==> config.mk <==
export PLATFORM = sky130hd
export DESIGN_NAME = id_stage_pipe_flat
export DESIGN_NICKNAME = d
export VERILOG_FILES = /design/src/rtl/id_stage_pipe_if.sv /design/src/rtl/id_stage_pipe.sv /design/src/flat_wrapper.sv
export SDC_FILE = /design/constraint.sdc
export NUM_CORES = 2
export LEC_CHECK = 0
export CAP_MARGIN = 10
export CORE_AREA = 2 2 373 375
export CTS_BUF_LIST = sky130_fd_sc_hd__clkbuf_4
export CTS_CLUSTER_SIZE = 25
export DETAILED_ROUTE_END_ITERATION = 8
export DIE_AREA = 0 0 375 377
export SYNTH_ARGS = -nofsm -noshare
export SYNTH_HDL_FRONTEND = slang
export SYNTH_SLANG_ARGS = --single-unit
==> constraint.sdc <==
create_clock -name clk -period 5.2 [get_ports clk]
set_input_delay 1.04 -clock clk [delete_from_list [all_inputs] [get_ports clk]]
set_output_delay 1.04 -clock clk [all_outputs]
set_load 0.01 [all_outputs]
==> src/rtl/id_stage_pipe_if.sv <==
`default_nettype none
// ============================================================================
// Module   : id_stage_pipe_if
// Brief    : IF/WB-facing inputs and ID/EX-facing outputs of the decode stage
// Revision : 1.0
// ============================================================================
interface id_stage_pipe_if #(
    parameter int DATA_W  = 32,
    parameter int RADDR_W = 5
);
    logic               freeze;
    logic               flush;
    logic               valid_in;
    logic [DATA_W-1:0]  pc;
    logic [31:0]        instruction;
    logic               wb_en;
    logic [RADDR_W-1:0] wb_dest;
    logic [DATA_W-1:0]  wb_result;
    logic               hazard_stall;
    logic               ex_valid;
    logic               ex_wb_en;
    logic               ex_mem_read;
    logic               ex_mem_write;
    logic [1:0]         ex_br;
    logic [3:0]         ex_exe_cmd;
    logic [DATA_W-1:0]  ex_val1;
    logic [DATA_W-1:0]  ex_val2;
    logic [DATA_W-1:0]  ex_reg2;
    logic [RADDR_W-1:0] ex_dest;
    logic [RADDR_W-1:0] ex_src1;
    logic [RADDR_W-1:0] ex_src2;
    logic [DATA_W-1:0]  ex_pc;

    modport master (
        output freeze, flush, valid_in, pc, instruction, wb_en, wb_dest, wb_result,
        input  hazard_stall, ex_valid, ex_wb_en, ex_mem_read, ex_mem_write, ex_br,
               ex_exe_cmd, ex_val1, ex_val2, ex_reg2, ex_dest, ex_src1, ex_src2, ex_pc
    );

    modport slave (
        input  freeze, flush, valid_in, pc, instruction, wb_en, wb_dest, wb_result,
        output hazard_stall, ex_valid, ex_wb_en, ex_mem_read, ex_mem_write, ex_br,
               ex_exe_cmd, ex_val1, ex_val2, ex_reg2, ex_dest, ex_src1, ex_src2, ex_pc
    );
endinterface
`default_nettype wire

==> src/rtl/id_stage_pipe.sv <==
`default_nettype none
// ============================================================================
// Module   : id_stage_pipe
// Brief    : MIPS decode stage: register file with bypass, decode, immediate,
//            load-use hazard detection and ID/EX register with freeze/flush
// Revision : 1.0
// ============================================================================
module id_stage_pipe #(
    parameter int DATA_W   = 32,
    parameter int RADDR_W  = 5,
    parameter bit SIGN_EXT = 1'b1
) (
    input  wire logic      clk,
    input  wire logic      rst,
    id_stage_pipe_if.slave bus
);
    localparam int         c_NREG   = 1 << RADDR_W;
    localparam logic [5:0] c_OP_ADD = 6'd1,  c_OP_SUB = 6'd3,  c_OP_AND  = 6'd5;
    localparam logic [5:0] c_OP_OR  = 6'd6,  c_OP_NOR = 6'd7,  c_OP_XOR  = 6'd8;
    localparam logic [5:0] c_OP_SLA = 6'd9,  c_OP_SLL = 6'd10, c_OP_SRA  = 6'd11;
    localparam logic [5:0] c_OP_SRL = 6'd12, c_OP_ADDI = 6'd32, c_OP_SUBI = 6'd33;
    localparam logic [5:0] c_OP_LD  = 6'd36, c_OP_ST  = 6'd37, c_OP_BEZ  = 6'd40;
    localparam logic [5:0] c_OP_BNE = 6'd41, c_OP_JMP = 6'd42;

    logic [DATA_W-1:0]  r_rf [c_NREG];
    logic               r_ex_valid, r_ex_wb_en, r_ex_mem_read, r_ex_mem_write;
    logic [1:0]         r_ex_br;
    logic [3:0]         r_ex_exe_cmd;
    logic [DATA_W-1:0]  r_ex_val1, r_ex_val2, r_ex_reg2, r_ex_pc;
    logic [RADDR_W-1:0] r_ex_dest, r_ex_src1, r_ex_src2;

    logic [5:0]         w_op;
    logic [RADDR_W-1:0] w_src1, w_src2, w_rd, w_dest;
    logic [DATA_W-1:0]  w_imm, w_rd1, w_rd2;
    logic [3:0]         w_cmd;
    logic [1:0]         w_br;
    logic               w_rtype, w_wb, w_mr, w_mw, w_two, w_use_src1;
    logic               w_stall, w_bubble;

    assign w_op   = bus.instruction[31:26];
    assign w_src1 = bus.instruction[21 +: RADDR_W];
    assign w_src2 = bus.instruction[16 +: RADDR_W];
    assign w_rd   = bus.instruction[11 +: RADDR_W];

    for (genvar gi = 0; gi < DATA_W; gi++) begin : g_imm
        if (gi < 16) begin : g_low
            assign w_imm[gi] = bus.instruction[gi];
        end else begin : g_ext
            assign w_imm[gi] = SIGN_EXT ? bus.instruction[15] : 1'b0;
        end
    end

    always_comb begin
        w_cmd      = 4'b0000;
        w_rtype    = 1'b0;
        w_wb       = 1'b0;
        w_mr       = 1'b0;
        w_mw       = 1'b0;
        w_br       = 2'd0;
        w_two      = 1'b0;
        w_use_src1 = 1'b1;
        case (w_op)
            c_OP_ADD:  w_rtype = 1'b1;
            c_OP_SUB:  begin w_rtype = 1'b1; w_cmd = 4'b0010; end
            c_OP_AND:  begin w_rtype = 1'b1; w_cmd = 4'b0100; end
            c_OP_OR:   begin w_rtype = 1'b1; w_cmd = 4'b0101; end
            c_OP_NOR:  begin w_rtype = 1'b1; w_cmd = 4'b0110; end
            c_OP_XOR:  begin w_rtype = 1'b1; w_cmd = 4'b0111; end
            c_OP_SLA,
            c_OP_SLL:  begin w_rtype = 1'b1; w_cmd = 4'b1000; end
            c_OP_SRA:  begin w_rtype = 1'b1; w_cmd = 4'b1001; end
            c_OP_SRL:  begin w_rtype = 1'b1; w_cmd = 4'b1010; end
            c_OP_ADDI: w_wb = 1'b1;
            c_OP_SUBI: begin w_wb = 1'b1; w_cmd = 4'b0010; end
            c_OP_LD:   begin w_wb = 1'b1; w_mr = 1'b1; end
            c_OP_ST:   begin w_mw = 1'b1; w_two = 1'b1; end
            c_OP_BEZ:  w_br = 2'd1;
            c_OP_BNE:  begin w_br = 2'd2; w_two = 1'b1; end
            c_OP_JMP:  begin w_br = 2'd3; w_use_src1 = 1'b0; end
            default:   w_use_src1 = 1'b0;
        endcase
        if (w_rtype) begin
            w_wb  = 1'b1;
            w_two = 1'b1;
        end
    end

    assign w_dest = w_rtype ? w_rd : (w_wb ? w_src2 : '0);

    // Write-first: a same-cycle write-back is visible to the reading instruction.
    assign w_rd1 = (w_src1 == '0) ? '0 :
                   (bus.wb_en && bus.wb_dest == w_src1) ? bus.wb_result : r_rf[w_src1];
    assign w_rd2 = (w_src2 == '0) ? '0 :
                   (bus.wb_en && bus.wb_dest == w_src2) ? bus.wb_result : r_rf[w_src2];

    assign w_stall = r_ex_valid && r_ex_mem_read && (r_ex_dest != '0) &&
                     ((r_ex_dest == w_src1) || (w_two && r_ex_dest == w_src2)) &&
                     bus.valid_in && w_use_src1;

    assign w_bubble = bus.flush || (!bus.freeze && (w_stall || !bus.valid_in));

    always_ff @(posedge clk) begin
        if (rst) begin
            for (int i = 0; i < c_NREG; i++) r_rf[i] <= '0;
        end else if (bus.wb_en && bus.wb_dest != '0) begin
            r_rf[bus.wb_dest] <= bus.wb_result;
        end
    end

    always_ff @(posedge clk) begin
        if (rst || w_bubble) begin
            r_ex_valid     <= 1'b0;
            r_ex_wb_en     <= 1'b0;
            r_ex_mem_read  <= 1'b0;
            r_ex_mem_write <= 1'b0;
            r_ex_br        <= 2'd0;
            r_ex_exe_cmd   <= 4'b0000;
            r_ex_val1      <= '0;
            r_ex_val2      <= '0;
            r_ex_reg2      <= '0;
            r_ex_dest      <= '0;
            r_ex_src1      <= '0;
            r_ex_src2      <= '0;
            r_ex_pc        <= '0;
        end else if (!bus.freeze) begin
            r_ex_valid     <= 1'b1;
            r_ex_wb_en     <= w_wb;
            r_ex_mem_read  <= w_mr;
            r_ex_mem_write <= w_mw;
            r_ex_br        <= w_br;
            r_ex_exe_cmd   <= w_cmd;
            r_ex_val1      <= w_rd1;
            r_ex_val2      <= w_rtype ? w_rd2 : w_imm;
            r_ex_reg2      <= w_rd2;
            r_ex_dest      <= w_dest;
            r_ex_src1      <= w_src1;
            r_ex_src2      <= w_src2;
            r_ex_pc        <= bus.pc;
        end
    end

    assign bus.hazard_stall = w_stall;
    assign bus.ex_valid     = r_ex_valid;
    assign bus.ex_wb_en     = r_ex_wb_en;
    assign bus.ex_mem_read  = r_ex_mem_read;
    assign bus.ex_mem_write = r_ex_mem_write;
    assign bus.ex_br        = r_ex_br;
    assign bus.ex_exe_cmd   = r_ex_exe_cmd;
    assign bus.ex_val1      = r_ex_val1;
    assign bus.ex_val2      = r_ex_val2;
    assign bus.ex_reg2      = r_ex_reg2;
    assign bus.ex_dest      = r_ex_dest;
    assign bus.ex_src1      = r_ex_src1;
    assign bus.ex_src2      = r_ex_src2;
    assign bus.ex_pc        = r_ex_pc;
endmodule
`default_nettype wire

==> src/flat_wrapper.sv <==
// flat-port wrapper written by rule: the top's interface ports become plain ports
module id_stage_pipe_flat 
#(
    parameter int DATA_W   = 32,
    parameter int RADDR_W  = 5,
    parameter bit SIGN_EXT = 1'b1
)
  (clk, rst, bus_freeze, bus_flush, bus_valid_in, bus_pc, bus_instruction, bus_wb_en, bus_wb_dest, bus_wb_result, bus_hazard_stall, bus_ex_valid, bus_ex_wb_en, bus_ex_mem_read, bus_ex_mem_write, bus_ex_br, bus_ex_exe_cmd, bus_ex_val1, bus_ex_val2, bus_ex_reg2, bus_ex_dest, bus_ex_src1, bus_ex_src2, bus_ex_pc);
  id_stage_pipe_if #(.DATA_W(DATA_W), .RADDR_W(RADDR_W)) bus_i ();
  input  wire logic clk;
  input  wire logic rst;
  input wire logic [$bits(bus_i.freeze)-1:0] bus_freeze;
  input wire logic [$bits(bus_i.flush)-1:0] bus_flush;
  input wire logic [$bits(bus_i.valid_in)-1:0] bus_valid_in;
  input wire logic [$bits(bus_i.pc)-1:0] bus_pc;
  input wire logic [$bits(bus_i.instruction)-1:0] bus_instruction;
  input wire logic [$bits(bus_i.wb_en)-1:0] bus_wb_en;
  input wire logic [$bits(bus_i.wb_dest)-1:0] bus_wb_dest;
  input wire logic [$bits(bus_i.wb_result)-1:0] bus_wb_result;
  output wire logic [$bits(bus_i.hazard_stall)-1:0] bus_hazard_stall;
  output wire logic [$bits(bus_i.ex_valid)-1:0] bus_ex_valid;
  output wire logic [$bits(bus_i.ex_wb_en)-1:0] bus_ex_wb_en;
  output wire logic [$bits(bus_i.ex_mem_read)-1:0] bus_ex_mem_read;
  output wire logic [$bits(bus_i.ex_mem_write)-1:0] bus_ex_mem_write;
  output wire logic [$bits(bus_i.ex_br)-1:0] bus_ex_br;
  output wire logic [$bits(bus_i.ex_exe_cmd)-1:0] bus_ex_exe_cmd;
  output wire logic [$bits(bus_i.ex_val1)-1:0] bus_ex_val1;
  output wire logic [$bits(bus_i.ex_val2)-1:0] bus_ex_val2;
  output wire logic [$bits(bus_i.ex_reg2)-1:0] bus_ex_reg2;
  output wire logic [$bits(bus_i.ex_dest)-1:0] bus_ex_dest;
  output wire logic [$bits(bus_i.ex_src1)-1:0] bus_ex_src1;
  output wire logic [$bits(bus_i.ex_src2)-1:0] bus_ex_src2;
  output wire logic [$bits(bus_i.ex_pc)-1:0] bus_ex_pc;
  assign bus_i.freeze = bus_freeze;
  assign bus_i.flush = bus_flush;
  assign bus_i.valid_in = bus_valid_in;
  assign bus_i.pc = bus_pc;
  assign bus_i.instruction = bus_instruction;
  assign bus_i.wb_en = bus_wb_en;
  assign bus_i.wb_dest = bus_wb_dest;
  assign bus_i.wb_result = bus_wb_result;
  assign bus_hazard_stall = bus_i.hazard_stall;
  assign bus_ex_valid = bus_i.ex_valid;
  assign bus_ex_wb_en = bus_i.ex_wb_en;
  assign bus_ex_mem_read = bus_i.ex_mem_read;
  assign bus_ex_mem_write = bus_i.ex_mem_write;
  assign bus_ex_br = bus_i.ex_br;
  assign bus_ex_exe_cmd = bus_i.ex_exe_cmd;
  assign bus_ex_val1 = bus_i.ex_val1;
  assign bus_ex_val2 = bus_i.ex_val2;
  assign bus_ex_reg2 = bus_i.ex_reg2;
  assign bus_ex_dest = bus_i.ex_dest;
  assign bus_ex_src1 = bus_i.ex_src1;
  assign bus_ex_src2 = bus_i.ex_src2;
  assign bus_ex_pc = bus_i.ex_pc;
  id_stage_pipe #(.DATA_W(DATA_W), .RADDR_W(RADDR_W), .SIGN_EXT(SIGN_EXT)) u_core (.clk(clk), .rst(rst), .bus(bus_i));
endmodule
Yosys cells after proc, flatten, opt, wreduce, memory -nomap -nowiden
Memory sizes are Yosys's and may differ from the RTL's.
Index checks and enable logic that the tools add are counted.

cells by class
  add/sub/neg operators = 0
  multipliers = 0
  divide/modulo/power cells = 0
  $lt $le $gt $ge = 0
  equality and inequality tests = 21
  shift operators = 0
  multiplexer cells = 25
  bitwise gates (word level) = 0
  reduce and logical (&&, ||, !) cells = 27

operator list
  operator            number
  $mux 32             6
  $eq 6x6->1 const B  7
  $pmux 4 s8          1
  $reduce_or 32->1    1
  $eq 6x4->1 const B  5
  $eq 5x5->1          4
  $eq 6x3->1 const B  3
  $reduce_or 16->1    1
  $mux 5              3
  $mux 1              14
  $logic_and 1x1->1   10
  $logic_not 5->1     2
  $reduce_bool 5->1   2
  $reduce_or 10->1    1
  $eq 6x1->1 const B  1
  $eq 6x2->1 const B  1
  $pmux 2 s3          1
  $reduce_or 2->1     3
  $logic_or 1x1->1    4
  $reduce_or 3->1     1
  $logic_not 1->1     2

storage, ports and cells
  bits in registers = 153
  bits in latches = 0
  RAM bits = 1024
  memory bits (read-only) = 0
  output and inout port bits = 154
  memories = 1

memory list
  name         depth  bits a word  rd ports  clocked after Yosys merged registers in  wr ports  RTL line             text
  u_core.r_rf  32     32           2         0                                        32        id_stage_pipe.sv:25  logic [DATA_W-1:0] r_rf [c_NREG];

Depth between registers and ports, before layout
  depth after elaboration = 13
  gate-level depth with buffers = 11
  depth with buffers taken out = 6

Worst setup path after synthesis
Ideal clock, no wire load.

  path type = in2out
  start point = in bus_instruction[27]
  end point = out bus_hazard_stall
  arrival time = 2047 ps
  data required time = 4160 ps
  slack = 2113 ps
  stages = 5
  buffers on the path = 1
  path through = buf_2 a211oi_2 mux2_2 nor3_1 nor2b_1

between the ends
  longest elaborated chain between the ends = 9
  elaborated cells on any way between the ends = 28
  those cells by class = 16 x eq/ne; 4 x mux; 8 x reduce/logical

RTL lines
  item                                                                         RTL line             text
  start, declared                                                              flat_wrapper.sv:16   input wire logic [$bits(bus_i.instruction)-1:0] bus_instruction;
  $eq 6x1->1, or another cell as far along                                     id_stage_pipe.sv:62  case (w_op)
  $reduce_or 10->1 (no source line) / $reduce_or 2->1 (equally long branches)  n/a
  $mux 1                                                                       id_stage_pipe.sv:62
  $mux 1                                                                       id_stage_pipe.sv:82  if (w_rtype) begin
  $logic_and 1x1->1                                                            id_stage_pipe.sv:97  ((r_ex_dest == w_src1) || (w_two && r_ex_dest == w_src2)) &&
  $logic_or 1x1->1                                                             id_stage_pipe.sv:97
  $logic_and 1x1->1                                                            id_stage_pipe.sv:96  assign w_stall = r_ex_valid && r_ex_mem_read && (r_ex_dest != '0) &&
  $logic_and 1x1->1                                                            id_stage_pipe.sv:97
  $logic_and 1x1->1 (*)                                                        id_stage_pipe.sv:98  bus.valid_in && w_use_src1;
  end, declared                                                                flat_wrapper.sv:20   output wire logic [$bits(bus_i.hazard_stall)-1:0] bus_hazard_stall;

Mark *: on every way between the ends. The rest lies on a longest branch, timed or not.

Worst setup path in the final report
  start point = in bus_instruction[26]
  end point = out bus_hazard_stall

Same word-level chain as after synthesis.

==> impl_summary.md <==
Setup path
At the worst endpoint, the arrival time is 3.45 ns. Among the stages of the critical path, the cell type that occurs most often is sky130_fd_sc_hd__clkdlybuf4s50_1. On the critical path, the stage with the largest delay is an instance of sky130_fd_sc_hd__clkdlybuf4s50_1. STA classifies the critical path startpoint as a primary input. Together, buffers and inverters on the worst path number 2. The type of the setup path with the least slack is in -> out.

At the worst endpoint, the required time is 4.16 ns. The worst setup path is captured at a primary output. The dominant delay contributor by cell family on the critical path is buffers and inverters. Traced cell by cell, the critical path runs through clkdlybuf4s50_1 -> mux2_2 -> o221ai_1 -> o31a_1 -> a21oi_1 -> nor2b_1 -> clkdlybuf4s50_1.

The maximum single-stage delay on the critical path is 0.81 ns. The peak fanout along the critical path is 15.

Final layout
Once layout is complete, the utilization of the core stands at 0.515. The post-layout instance area is 0.0706 mm2. After the last flow step, the layout net total stands at 4,994. Of the cells placed in the final design, the portion with a size suffix greater than 1 is 0.244. Compared with the post-synthesis result, the final layout area differs by 14.6%.

Synthesis
The cell type with the largest total area after synthesis is sky130_fd_sc_hd__edfxtp_1. In this run, synthesis produced a sequential element count of 1,177. The cell count after synthesis came out at 4,520. The primary flip-flop cell chosen by synthesis mapping is sky130_fd_sc_hd__edfxtp_1.

The synthesized area divided by synthesized cell count is 13.6 um2. By area the synthesized netlist is led by sky130_fd_sc_hd__edfxtp_1, sky130_fd_sc_hd__mux4_2, sky130_fd_sc_hd__and2_1. Counting flops with an async set or reset pin after synthesis yields a share of 0. The cell with the most instances after synthesis is sky130_fd_sc_hd__edfxtp_1. The number of different library cells in the post-synthesis netlist is 74. The warning count from the yosys run is 0. The area of the mapped netlist is 0.0616 mm2. Of the post-synthesis cell area, the dominant cell type holds 0.499.

Of the synthesized area, sequential elements account for 0.549. Counting flops with a built-in enable in the synthesized netlist gives 1,024. After synthesis, the most frequently instantiated cells are sky130_fd_sc_hd__edfxtp_1, sky130_fd_sc_hd__and2_1, sky130_fd_sc_hd__mux4_2.

Clock network
The number of buffers added for setup after CTS is 0. After clock tree synthesis, the clock-pin slew on the worst setup and hold paths is 0.07 ns. The tree is rooted in a sky130_fd_sc_hd__clkbuf_4.

The sink count of the clock tree is 1,177. The number of buffers added to fix hold violations after cts is 0. The H-tree was split into 5 levels. The longest clock path from root to sink contains 4 buffers. The CTS buffer count is 329. The latest clock arrival within the worst-skew pair is 1.29 ns. TritonCTS built the clock tree. Gates resized during post-CTS repair numbered 0.

Die
The die outline height is 377 um. The floorplan step defined a core boundary enclosing 0.137 mm2. 261 I/O pins were placed. In this run the horizontal extent of the chip is 375 um. The initial core utilization is 0.450. The cell row count is 136. The die covers 0.141 mm2.

Status
The flow ran to the end, and the final reports show no timing, DRC or antenna violations.

Global route
The number of global-route vias before repair is 42,300. The total overflow left after global routing is 0. The number of antenna violations at the first check in global routing is 22. The total track usage is 0.314. The pin count of the biggest net entering global routing is 95. The first-pass GRT wire length is 315,000 um.

Routing
After detailed routing, the number of remaining DRC violations is 0. The number of nets with antenna violations after detailed routing is 0. The pre-antenna-repair detailed-routing pass consisted of 6 iterations. Wires add up to 224,000 um. The routed via count divided by cell count is 6.31. The detailed router finished its first iteration with 6,756 violations.

In the final routed layout, each cell accounts on average for 32.4 um. The via count is 43,700.

Placement
The half-perimeter wire length after detailed placement is 139,000 um. The count of buffers added on input and output ports is 260. The final estimated routing congestion in global placement is 0.888.

The placed cell area is 0.0665 mm2.

Power
The power per cell area is 319 mW/mm2. The leakage component of the power is 25.2 nW. The peak supply drop is 212 uV.

STA
The number of max-slew violations in the final report is 0. Setup repair after global routing left no endpoint under its margin. Dividing the final minimum period by the clock period gives 0.863.

Static timing analysis puts the maximum clock frequency at 0.223 GHz. The final setup skew is 0.0680 ns. The worst pin sits at a relative slew slack of 0.0844.

The worst path in the final design needs a cycle of 4.49 ns, including I/O delays and setup. Setup total negative slack on the finished layout was measured at 0 ns. Final hold analysis gives a worst-case slack of 0.188 ns.

The total count of hold-check failures in the final report is 0. For the pin with the worst max-slew slack, the measured transition is 1.36 ns. The total setup violations reported at the end of the flow is 0.

Hold path
The min-delay analysis places its worst path in the category in -> reg.

Flow run
The number of maximum-capacitance constraint violations is 0.
## flip-flops by register name, summed over array words and instances, names as in the netlist, 4 cells and up
name,cells
u_core.bus.ex_src2,5
u_core.bus.ex_exe_cmd,4
u_core.bus.ex_val1,32
u_core.bus.ex_reg2,32
u_core.bus.ex_dest,5
u_core.r_rf,1024
u_core.bus.ex_pc,32
u_core.bus.ex_val2,32
u_core.bus.ex_src1,5
## cells by family (layout without fill, tap and decap cells)
family	count (synthesis)	in the layout	share of synthesized area
other cells	1	41	0.0000609
simple gates	1655	1655	0.152
xor+xnor	21	21	0.00299
buf+inv	466	1031	0.0382
compound gates	461	461	0.0508
flops	1177	1177	0.549
mux	739	739	0.207
## power breakdown
part,internal [mW],switching [mW]
Combinational,1.22,1.78
Clock,4.43,3.99
Sequential,10.8,0.309
## metal layers
layer / part of all wire / global-route usage
met3: 0.13 / 0.0975
met2: 0.45 / 0.474
met4: 0.028 / 0.0973
met1: 0.40 / 0.433
met5: 0.00025 / 0
## worst paths after layout
kind | startpoint | endpoint | slack, ns | depth (start not counted)
worst max-delay path | bus_instruction[26] | bus_hazard_stall | 0.71 | 7
worst min-delay path | bus_freeze | u_core.bus.ex_reg2[6]$_SDFFE_PP0N_ | 0.19 | 3
worst max register to register | u_core.r_rf[2][24]$_SDFFCE_PN0P_ | u_core.bus.ex_val2[24]$_SDFFE_PP0N_ | 2.43 | 6
worst min register to register | u_core.bus.ex_reg2[13]$_SDFFE_PP0N_ | u_core.bus.ex_reg2[13]$_SDFFE_PP0N_ | 0.45 | 2
## metrics by stage
stage               std cells  power [mW]  setup slack, ns
floorplan                4551        12.9             2.11
global placement         6350        14.2            0.686
detailed placement       6350        14.2            0.745
CTS                      6910        22.5            0.737
global route             6914        23.2            0.607
finish                   6919        22.5            0.711
## placed cells by master, fill, tap and decap left out, drive strengths merged, types with 16 or more instances in the layout
cell           count
nand4             43
or2               35
a21oi             48
mux4             425
mux2i            311
o22ai             68
conb              32
o21ai            130
buf              220
nand3             47
clkbuf           505
nor2             152
a22oi             74
nand2            218
a2111oi           33
clkinv            48
clkdlybuf4s50    247
a211oi            43
nor4              16
edfxtp          1024
nor3             104
and2             972
dfxtp            153
## worst min-delay path: cells and delay by family
family | cells | cell delay [ns]
buffers and inverters | 1 | 0.22
AND/OR/NAND/NOR | 1 | 0.11
AO/OA/AOI/OAI | 1 | 0.05
## cell type report
type / count / area [um2]
timing repair buffer: 467 / 4640
clock buffer: 505 / 3790
multi-input combinational: 2908 / 25800
inverter: 4 / 15.0
antenna: 9 / 22.5
fill: 11600 / 66400
sequential: 1177 / 33800
tap: 1794 / 2240
clock inverter: 55 / 243
Power figures use the tool's default switching activity.
